### src/rtl/lc3_ctrl_pkg.sv
// Shared LC-3 control types: fetch FSM state encoding and PCMUX select codes.
// Latency: n/a (types and constants only).
// Backpressure: n/a.
package lc3_ctrl_pkg;

    typedef enum logic [2:0] {
        S_IDLE          = 3'd0,
        S_FETCH_ADDR    = 3'd1,
        S_FETCH_WAIT    = 3'd2,
        S_FETCH_LOAD_IR = 3'd3,
        S_ISSUE         = 3'd4
    } fetch_state_t;

    // PCMUX select codes, shared with the PC next-value mux.
    localparam logic [1:0] PCMUX_INC  = 2'b00;
    localparam logic [1:0] PCMUX_ADDR = 2'b01;
    localparam logic [1:0] PCMUX_BUS  = 2'b10;

endpackage

### src/rtl/instr_fetch_unit_if.sv
// Fetch-unit bundle: PC path, instruction-memory read handshake, decode IR handshake.
// master = fetch unit (drives LD_PC/PCMUX_sig/mem_*/IR/MAR/MDR/ir_valid/bus_err/fetch_count).
// slave  = surroundings (drive run/flush/PC_out/mem_rdata/mem_ready/ir_ready).
interface instr_fetch_unit_if #(
    parameter int WIDTH = 16
);
    logic             run;
    logic             flush;
    logic [WIDTH-1:0] PC_out;
    logic             LD_PC;
    logic [1:0]       PCMUX_sig;
    logic [WIDTH-1:0] mem_addr;
    logic             mem_rd;
    logic [WIDTH-1:0] mem_rdata;
    logic             mem_ready;
    logic [WIDTH-1:0] IR;
    logic [WIDTH-1:0] MAR;
    logic [WIDTH-1:0] MDR;
    logic             ir_valid;
    logic             ir_ready;
    logic             bus_err;
    logic [15:0]      fetch_count;

    modport master (
        input  run, flush, PC_out, mem_rdata, mem_ready, ir_ready,
        output LD_PC, PCMUX_sig, mem_addr, mem_rd, IR, MAR, MDR,
               ir_valid, bus_err, fetch_count
    );

    modport slave (
        output run, flush, PC_out, mem_rdata, mem_ready, ir_ready,
        input  LD_PC, PCMUX_sig, mem_addr, mem_rd, IR, MAR, MDR,
               ir_valid, bus_err, fetch_count
    );
endinterface

### src/rtl/instr_fetch_unit.sv
// LC-3 instruction fetch: MAR<-PC, PC<-PC+1, MDR<-M[MAR], IR<-MDR, then hand IR to decode.
// Latency: run seen in IDLE -> ir_valid 4 cycles later (zero-wait memory); 1 instr / 4 cycles.
// Backpressure: holds IR/ir_valid in ISSUE until ir_ready; memory stalls bounded by TIMEOUT.
// Ports: Clk, Reset_n (async active-low), bus (instr_fetch_unit_if.master).
module instr_fetch_unit
    import lc3_ctrl_pkg::*;
#(
    parameter int TIMEOUT = 15,
    parameter int WIDTH   = 16
) (
    input  logic                  Clk,
    input  logic                  Reset_n,
    instr_fetch_unit_if.master    bus
);

    localparam logic [7:0] TIMEOUT_W = 8'(TIMEOUT);

    fetch_state_t     state_q;
    logic [WIDTH-1:0] mar_q;
    logic [WIDTH-1:0] mdr_q;
    logic [WIDTH-1:0] ir_q;
    logic [15:0]      fetch_count_q;
    logic [15:0]      fetch_count_d;
    logic [7:0]       wait_q;
    logic [7:0]       wait_d;
    logic             ld_pc_q;
    logic [1:0]       pcmux_q;
    logic             mem_rd_q;
    logic             ir_valid_q;
    logic             bus_err_q;

    assign fetch_count_d = fetch_count_q + 16'd1;   // wraps FFFF -> 0
    assign wait_d        = wait_q + 8'd1;

    always_ff @(posedge Clk or negedge Reset_n) begin
        if (!Reset_n) begin
            state_q       <= S_IDLE;
            mar_q         <= '0;
            mdr_q         <= '0;
            ir_q          <= '0;
            fetch_count_q <= '0;
            wait_q        <= '0;
            ld_pc_q       <= 1'b0;
            pcmux_q       <= PCMUX_INC;
            mem_rd_q      <= 1'b0;
            ir_valid_q    <= 1'b0;
            bus_err_q     <= 1'b0;
        end else begin
            // LD_PC is a one-cycle pulse, only ever raised on entry to FETCH_ADDR.
            ld_pc_q <= 1'b0;
            pcmux_q <= PCMUX_INC;
            case (state_q)
                S_IDLE: begin
                    if (bus.run && !bus_err_q) begin
                        state_q <= S_FETCH_ADDR;
                        ld_pc_q <= 1'b1;
                    end
                end
                S_FETCH_ADDR: begin
                    // PC has already been told to increment this cycle; a flush
                    // does not undo that, the redirect owner reloads PC.
                    if (bus.flush) begin
                        state_q <= S_IDLE;
                    end else begin
                        mar_q    <= bus.PC_out;
                        wait_q   <= '0;
                        mem_rd_q <= 1'b1;
                        state_q  <= S_FETCH_WAIT;
                    end
                end
                S_FETCH_WAIT: begin
                    if (bus.flush) begin
                        mem_rd_q <= 1'b0;
                        state_q  <= S_IDLE;
                    end else if (bus.mem_ready) begin
                        mdr_q    <= bus.mem_rdata;
                        mem_rd_q <= 1'b0;
                        state_q  <= S_FETCH_LOAD_IR;
                    end else if (wait_d == TIMEOUT_W) begin
                        bus_err_q <= 1'b1;
                        mem_rd_q  <= 1'b0;
                        state_q   <= S_IDLE;
                    end else begin
                        wait_q <= wait_d;
                    end
                end
                S_FETCH_LOAD_IR: begin
                    if (bus.flush) begin
                        state_q <= S_IDLE;
                    end else begin
                        ir_q       <= mdr_q;
                        ir_valid_q <= 1'b1;
                        state_q    <= S_ISSUE;
                    end
                end
                S_ISSUE: begin
                    // flush wins over ir_ready: the instruction is dropped uncounted.
                    if (bus.flush) begin
                        ir_valid_q <= 1'b0;
                        state_q    <= S_IDLE;
                    end else if (bus.ir_ready) begin
                        fetch_count_q <= fetch_count_d;
                        ir_valid_q    <= 1'b0;
                        if (bus.run) begin
                            ld_pc_q <= 1'b1;
                            state_q <= S_FETCH_ADDR;
                        end else begin
                            state_q <= S_IDLE;
                        end
                    end
                end
                default: begin
                    state_q <= S_IDLE;
                end
            endcase
        end
    end

    assign bus.LD_PC       = ld_pc_q;
    assign bus.PCMUX_sig   = pcmux_q;
    assign bus.mem_addr    = mar_q;
    assign bus.mem_rd      = mem_rd_q;
    assign bus.IR          = ir_q;
    assign bus.MAR         = mar_q;
    assign bus.MDR         = mdr_q;
    assign bus.ir_valid    = ir_valid_q;
    assign bus.bus_err     = bus_err_q;
    assign bus.fetch_count = fetch_count_q;

endmodule

### src/flat_wrapper.sv
// flat-port wrapper written by rule: the top's interface ports become plain ports
module instr_fetch_unit_flat import lc3_ctrl_pkg::*;
#(
    parameter int TIMEOUT = 15,
    parameter int WIDTH   = 16
)
  (Clk, Reset_n, bus_run, bus_flush, bus_PC_out, bus_mem_rdata, bus_mem_ready, bus_ir_ready, bus_LD_PC, bus_PCMUX_sig, bus_mem_addr, bus_mem_rd, bus_IR, bus_MAR, bus_MDR, bus_ir_valid, bus_bus_err, bus_fetch_count);
  instr_fetch_unit_if #(.WIDTH(WIDTH)) bus_i ();
  input  logic Clk;
  input  logic Reset_n;
  input wire logic [$bits(bus_i.run)-1:0] bus_run;
  input wire logic [$bits(bus_i.flush)-1:0] bus_flush;
  input wire logic [$bits(bus_i.PC_out)-1:0] bus_PC_out;
  input wire logic [$bits(bus_i.mem_rdata)-1:0] bus_mem_rdata;
  input wire logic [$bits(bus_i.mem_ready)-1:0] bus_mem_ready;
  input wire logic [$bits(bus_i.ir_ready)-1:0] bus_ir_ready;
  output wire logic [$bits(bus_i.LD_PC)-1:0] bus_LD_PC;
  output wire logic [$bits(bus_i.PCMUX_sig)-1:0] bus_PCMUX_sig;
  output wire logic [$bits(bus_i.mem_addr)-1:0] bus_mem_addr;
  output wire logic [$bits(bus_i.mem_rd)-1:0] bus_mem_rd;
  output wire logic [$bits(bus_i.IR)-1:0] bus_IR;
  output wire logic [$bits(bus_i.MAR)-1:0] bus_MAR;
  output wire logic [$bits(bus_i.MDR)-1:0] bus_MDR;
  output wire logic [$bits(bus_i.ir_valid)-1:0] bus_ir_valid;
  output wire logic [$bits(bus_i.bus_err)-1:0] bus_bus_err;
  output wire logic [$bits(bus_i.fetch_count)-1:0] bus_fetch_count;
  assign bus_i.run = bus_run;
  assign bus_i.flush = bus_flush;
  assign bus_i.PC_out = bus_PC_out;
  assign bus_i.mem_rdata = bus_mem_rdata;
  assign bus_i.mem_ready = bus_mem_ready;
  assign bus_i.ir_ready = bus_ir_ready;
  assign bus_LD_PC = bus_i.LD_PC;
  assign bus_PCMUX_sig = bus_i.PCMUX_sig;
  assign bus_mem_addr = bus_i.mem_addr;
  assign bus_mem_rd = bus_i.mem_rd;
  assign bus_IR = bus_i.IR;
  assign bus_MAR = bus_i.MAR;
  assign bus_MDR = bus_i.MDR;
  assign bus_ir_valid = bus_i.ir_valid;
  assign bus_bus_err = bus_i.bus_err;
  assign bus_fetch_count = bus_i.fetch_count;
  instr_fetch_unit #(.TIMEOUT(TIMEOUT), .WIDTH(WIDTH)) u_core (.Clk(Clk), .Reset_n(Reset_n), .bus(bus_i));
endmodule
### config.mk
export PLATFORM = sky130hd
export DESIGN_NAME = instr_fetch_unit_flat
export DESIGN_NICKNAME = d
export VERILOG_FILES = /design/src/rtl/lc3_ctrl_pkg.sv /design/src/rtl/instr_fetch_unit_if.sv /design/src/rtl/instr_fetch_unit.sv /design/src/flat_wrapper.sv
export SDC_FILE = /design/constraint.sdc
export NUM_CORES = 1
export LEC_CHECK = 0
export CAP_MARGIN = 20
export CORE_MARGIN = 1
export CORE_UTILIZATION = 50
export CTS_BUF_LIST = sky130_fd_sc_hd__clkbuf_4 sky130_fd_sc_hd__clkbuf_8
export CTS_CLUSTER_DIAMETER = 60
export DETAILED_ROUTE_END_ITERATION = 16
export PLACE_DENSITY = 0.88
export SLEW_MARGIN = 5
export SYNTH_ARGS = -nofsm -noshare
export SYNTH_HDL_FRONTEND = slang
export SYNTH_SLANG_ARGS = --single-unit
export TNS_END_PERCENT = 20
### constraint.sdc
create_clock -name Clk -period 4 [get_ports Clk]
set_input_delay 0.6 -clock Clk [delete_from_list [all_inputs] [get_ports Clk]]
set_output_delay 0.6 -clock Clk [all_outputs]
set_load 0.01 [all_outputs]
## Word level (Yosys, flattened, before mapping)

Cells that the tools add are included.

- Flip-flop bits (word level): 79
- Bits of input ports: 38
- Output and inout bits: 86
- Logic and storage cells: 69

- Add/subtract/negate cells: 2
- Muxes and demuxes: 28
- Reduce and logical (&&, ||, !) cells: 14
- Equality and inequality tests: 13
- Bitwise logic cells: 2

Operator list:

| kind | number |
|---|---|
| 8-bit 2-to-1 mux | 4 |
| 3-bit 2-to-1 mux | 7 |
| 16-bit by 1-bit adder with 16-bit output (second input constant) | 1 |
| 8-bit case mux with 2 select lines | 1 |
| 3-bit case mux with 5 select lines | 1 |
| 3-bit AND reduction | 5 |
| 1-bit 2-to-1 mux | 11 |
| 2-bit != test (second input constant) | 5 |
| 8-bit by 1-bit adder with 8-bit output (second input constant) | 1 |
| 8-bit by 4-bit == test with 1-bit output (second input constant) | 1 |
| 3-bit by 2-bit == test with 1-bit output (second input constant) | 2 |
| 1-bit case mux with 2 select lines | 3 |
| 5-bit AND reduction | 1 |
| 4-bit by 3-bit != test with 1-bit output (second input constant) | 1 |
| 2-bit AND reduction | 2 |
| 4-bit AND reduction | 1 |
| 2-bit nonzero test | 2 |
| 3-bit by 1-bit == test with 1-bit output (second input constant) | 1 |
| 3-bit == test (second input constant) | 1 |
| 3-bit logical NOT | 1 |
| 3-bit != test (second input constant) | 1 |
| 2-bit 2-to-1 mux | 1 |
| 2-bit by 1-bit != test with 1-bit output (second input constant) | 1 |
| 1-bit NOT | 2 |
| 2 further kinds | 2 |

## Longest topological paths before layout

- Word-level depth: 6
- Depth in mapped cells: 7

## Worst setup path before layout

No wires, ideal clock.

- Path type: input to register
- Start point: input bus_flush
- End point: register u_core.ir_q[10], in the netlist u_core.bus.IR[10]
- Slack: 2.080 ns
- Buffers on the path: 2
- Stages: 4
- Arrival time: 1.795 ns
- Cell sequence: buf_2 nor3_2 buf_2 mux2_2

- Word-level cells in the longest chain between the ends: 2

Ends and longest elaborated chain:

| item | line | text |
|---|---|---|
| start, declared | flat_wrapper.sv:12 | `input wire logic [$bits(bus_i.flush)-1:0] bus_flush;` |
| 1-bit NOT (no source line) | n/a |  |
| 2-bit AND reduction (no source line) | n/a |  |
| end signal, assigned | instr_fetch_unit.sv:91 | `ir_q <= mdr_q;` |
| end, declared | instr_fetch_unit.sv:21 | `logic [WIDTH-1:0] ir_q;` |

No other way between the ends.
A chain may end at the register's enable or synchronous reset.

## Final worst setup path

- Start point: input bus_flush
- End point: register u_core.mar_q[2], in the netlist u_core.bus.MAR[2]

- Word-level cells in the longest chain between the ends: 2

Ends and longest elaborated chain:

| item | line | text |
|---|---|---|
| 1-bit NOT (no source line) | n/a |  |
| 2-bit AND reduction (no source line) | n/a |  |
| end signal, assigned | instr_fetch_unit.sv:65 | `mar_q <= bus.PC_out;` |
| end, declared | instr_fetch_unit.sv:19 | `logic [WIDTH-1:0] mar_q;` |

No other way between the ends.

==> results.txt <==
endpoints failing setup -> 0
sequential element share of the synthesized area -> 0.561
Ys Warns -> 0
Vias/cell -> 5.14
PostCTS Resize Cnt -> 0
worst vdd ir -> 0.466 mV
post-CTS setup buffers -> 0
Port Buf Inserts -> 121
Slew Viols, Final -> 0
layout cells sized above 1 -> 0.208
Sink Count -> 79
drt pass-1 iters -> 4
worst skew pair latency -> 0.35 ns
register area -> 1980 um2
cts bufs inserted -> 9
top cells by area, synth -> dfrtp_1, mux2_2, buf_4, xnor2_1, xor2_1
vias in the first global route -> 2633
RSZ-0062 raised after global routing -> false
FP Rows -> 30
static leakage -> 2.10 nW
initial antenna violation count -> 0
Final GP Congestion -> 0.818
DRC Markers -> 0
pin count of the biggest net entering global routing -> 80
cell family contributing the most delay on the critical path -> simple AND/OR/NAND/NOR gates
path type of the worst min-delay path -> in -> async
CP Cell Sequence -> clkdlybuf4s50_1, nor3_4, mux2_2
status -> complete, no violations
EDFF count, synth -> 0
total track usage -> 0.233
initial DRC count -> 127
CTS clk-pin slew, worst paths -> 0.08 ns
top-area cell type share of the netlist area -> 0.561
Yosys reg bits -> 79
number of antenna repair diodes -> 0
drt wl/cell -> 16.5 um
worst-path fanout max -> 18
final hold slack -> 0.214 ns
Clock Skews -> 0.0102 ns
die area -> 7380 um2
CP bufs+invs -> 1
crit path kind -> in -> reg
Worst path max stage delay -> 0.83 ns
Post-Syn Area -> 3520 um2
H-tree depth -> 3
Post-CTS Hold Buffers -> 0
Max clock buf depth -> 2
cell accounting for the most synthesized area -> dfrtp_1
number of fillers in the final layout -> 462
count leader, synth -> dfrtp_1
top_reg_cell synth -> dfrtp_1
area grow syn2layout -> 39.2%
Final WS setup -> 1.72 ns
root buffer cell -> clkbuf_8
max cap viols -> 0
IO Pins -> 124
Total Power -> 3.34 mW
worst path required time -> 4.23 ns
PwrDens -> 682 nW/um2
first-pass GRT wire length -> 12.8 mm
via count -> 2474
DRT antenna net count -> 0
Slew headroom -> 0.420
die height -> 85.9 um
final wirelength -> 7.95 mm
cell count after synthesis -> 272
FMAX -> 0.438 GHz
nets -> 422
Starting Density -> 0.518
fin crit period -> 2.28 ns
Tightest Pin Transition -> 0.868 ns
CP arrival -> 2.52 ns
Multi-input gate area -> 1340 um2
Hold Fails Final Rpt -> 0
Tcrit/Tclk final -> 0.571
GR Overflow Total -> 0
crit path max-delay cell type -> nor3_4
placed wire-length estimate -> 5.49 mm
Crit. End Element -> flip-flop
Core ar. -> 6790 um2
dpl ws -> 1.36 ns
Setup TNS Final -> 0 ns
asr flop ratio synth -> 1.00
final core occ -> 0.722
CP startpoint kind -> input port
syn_area_per_cell -> 12.9 um2
top cells by count, synth -> dfrtp_1, mux2_2, buf_4
Chip Width -> 85.9 um
Synth cell types -> 42
CTS tree -> built
## per-stage QoR
step | instances | cell area [um2]
detailed placement | 465 | 4670
CTS | 480 | 4880
global placement | 465 | 4670
global route | 481 | 4900
floorplan | 273 | 3530
finish | 481 | 4900
## sequential cells by signal (all words and copies together), names as in the netlist, 3 cells and up
name / flops
u_core.wait_q: 8
u_core.bus.IR: 16
u_core.state_q: 3
u_core.bus.MAR: 16
u_core.bus.fetch_count: 16
u_core.bus.MDR: 16
## worst reg2reg max path, cell delays in order, from the launching register on
cell and delay (ns):
dfrtp_1 0.47, nand2b_1 0.26, nor3_4 0.69, mux2_2 0.43
## cell families after synthesis
| group | synth area share |
|---|---|
| mux | 0.160 |
| flops | 0.561 |
| fa+ha+maj | 0.0107 |
| other cells | 0.00106 |
| simple gates | 0.113 |
| xor+xnor | 0.0472 |
| compound gates | 0.0480 |
| buf+inv | 0.0593 |
## cells in the final DEF (no fill, tap or decap), types with 2 or more instances in the layout
cell and n:
clkdlybuf4s50_1 120, dfrtp_1 79, mux2_2 49, nand2_1 14
nor2_1 12, xnor2_1 11, o21ai_0 9, clkbuf_8 9
xor2_1 8, nand4_1 7, nand2b_1 5, and3_1 5
inv_1 4, a31oi_1 4, nand3b_1 3, a21oi_1 3
ha_1 3, nor3_1 2, nor3_4 2, nor3_2 2
nand3_1 2, nor2b_1 2, o22ai_1 2, conb_1 2
bufinv_16 2, buf_4 2
## routing by layer
layer	up-vias	part of all wire	wire, um	global-route usage
met5	-	0	0	0
met4	0	0.013	107	0.0833
met3	10	0.071	564	0.0828
met2	91	0.53	4240	0.416
met1	1229	0.38	3040	0.254
li1	1144	-	-	-
## cell type report
cell class	count	share of cell area
inverter	4	0.00306
multi-input combinational	164	0.273
tap	96	0.0245
sequential	79	0.403
timing repair buffer	123	0.252
clock inverter	5	0.0168
clock buffer	10	0.0268
## report_power, final
part / leakage (nW) / total (mW) / switching, mW / internal [mW]
Sequential: 1.01 / 1.31 / 0.237 / 1.08
Combinational: 0.979 / 1.38 / 0.527 / 0.856
Clock: 0.110 / 0.644 / 0.287 / 0.357
## final timing paths
check | depth (start not counted) | to | from | slack, ns
min | 1 | u_core.state_q[0] | Reset_n | 0.21
max in group asynchronous | 2 | u_core.bus.MDR[10] | Reset_n | 3.21
min in group Clk | 1 | u_core.bus.fetch_count[15] | u_core.bus.fetch_count[15] | 0.47
max | 3 | u_core.bus.MAR[2] | bus_flush | 1.72
min reg2reg | 1 | u_core.bus.fetch_count[15] | u_core.bus.fetch_count[15] | 0.47
max reg2reg | 3 | u_core.bus.MAR[2] | u_core.state_q[2] | 2.03
Note: power is estimated with default switching activity, not from simulation.
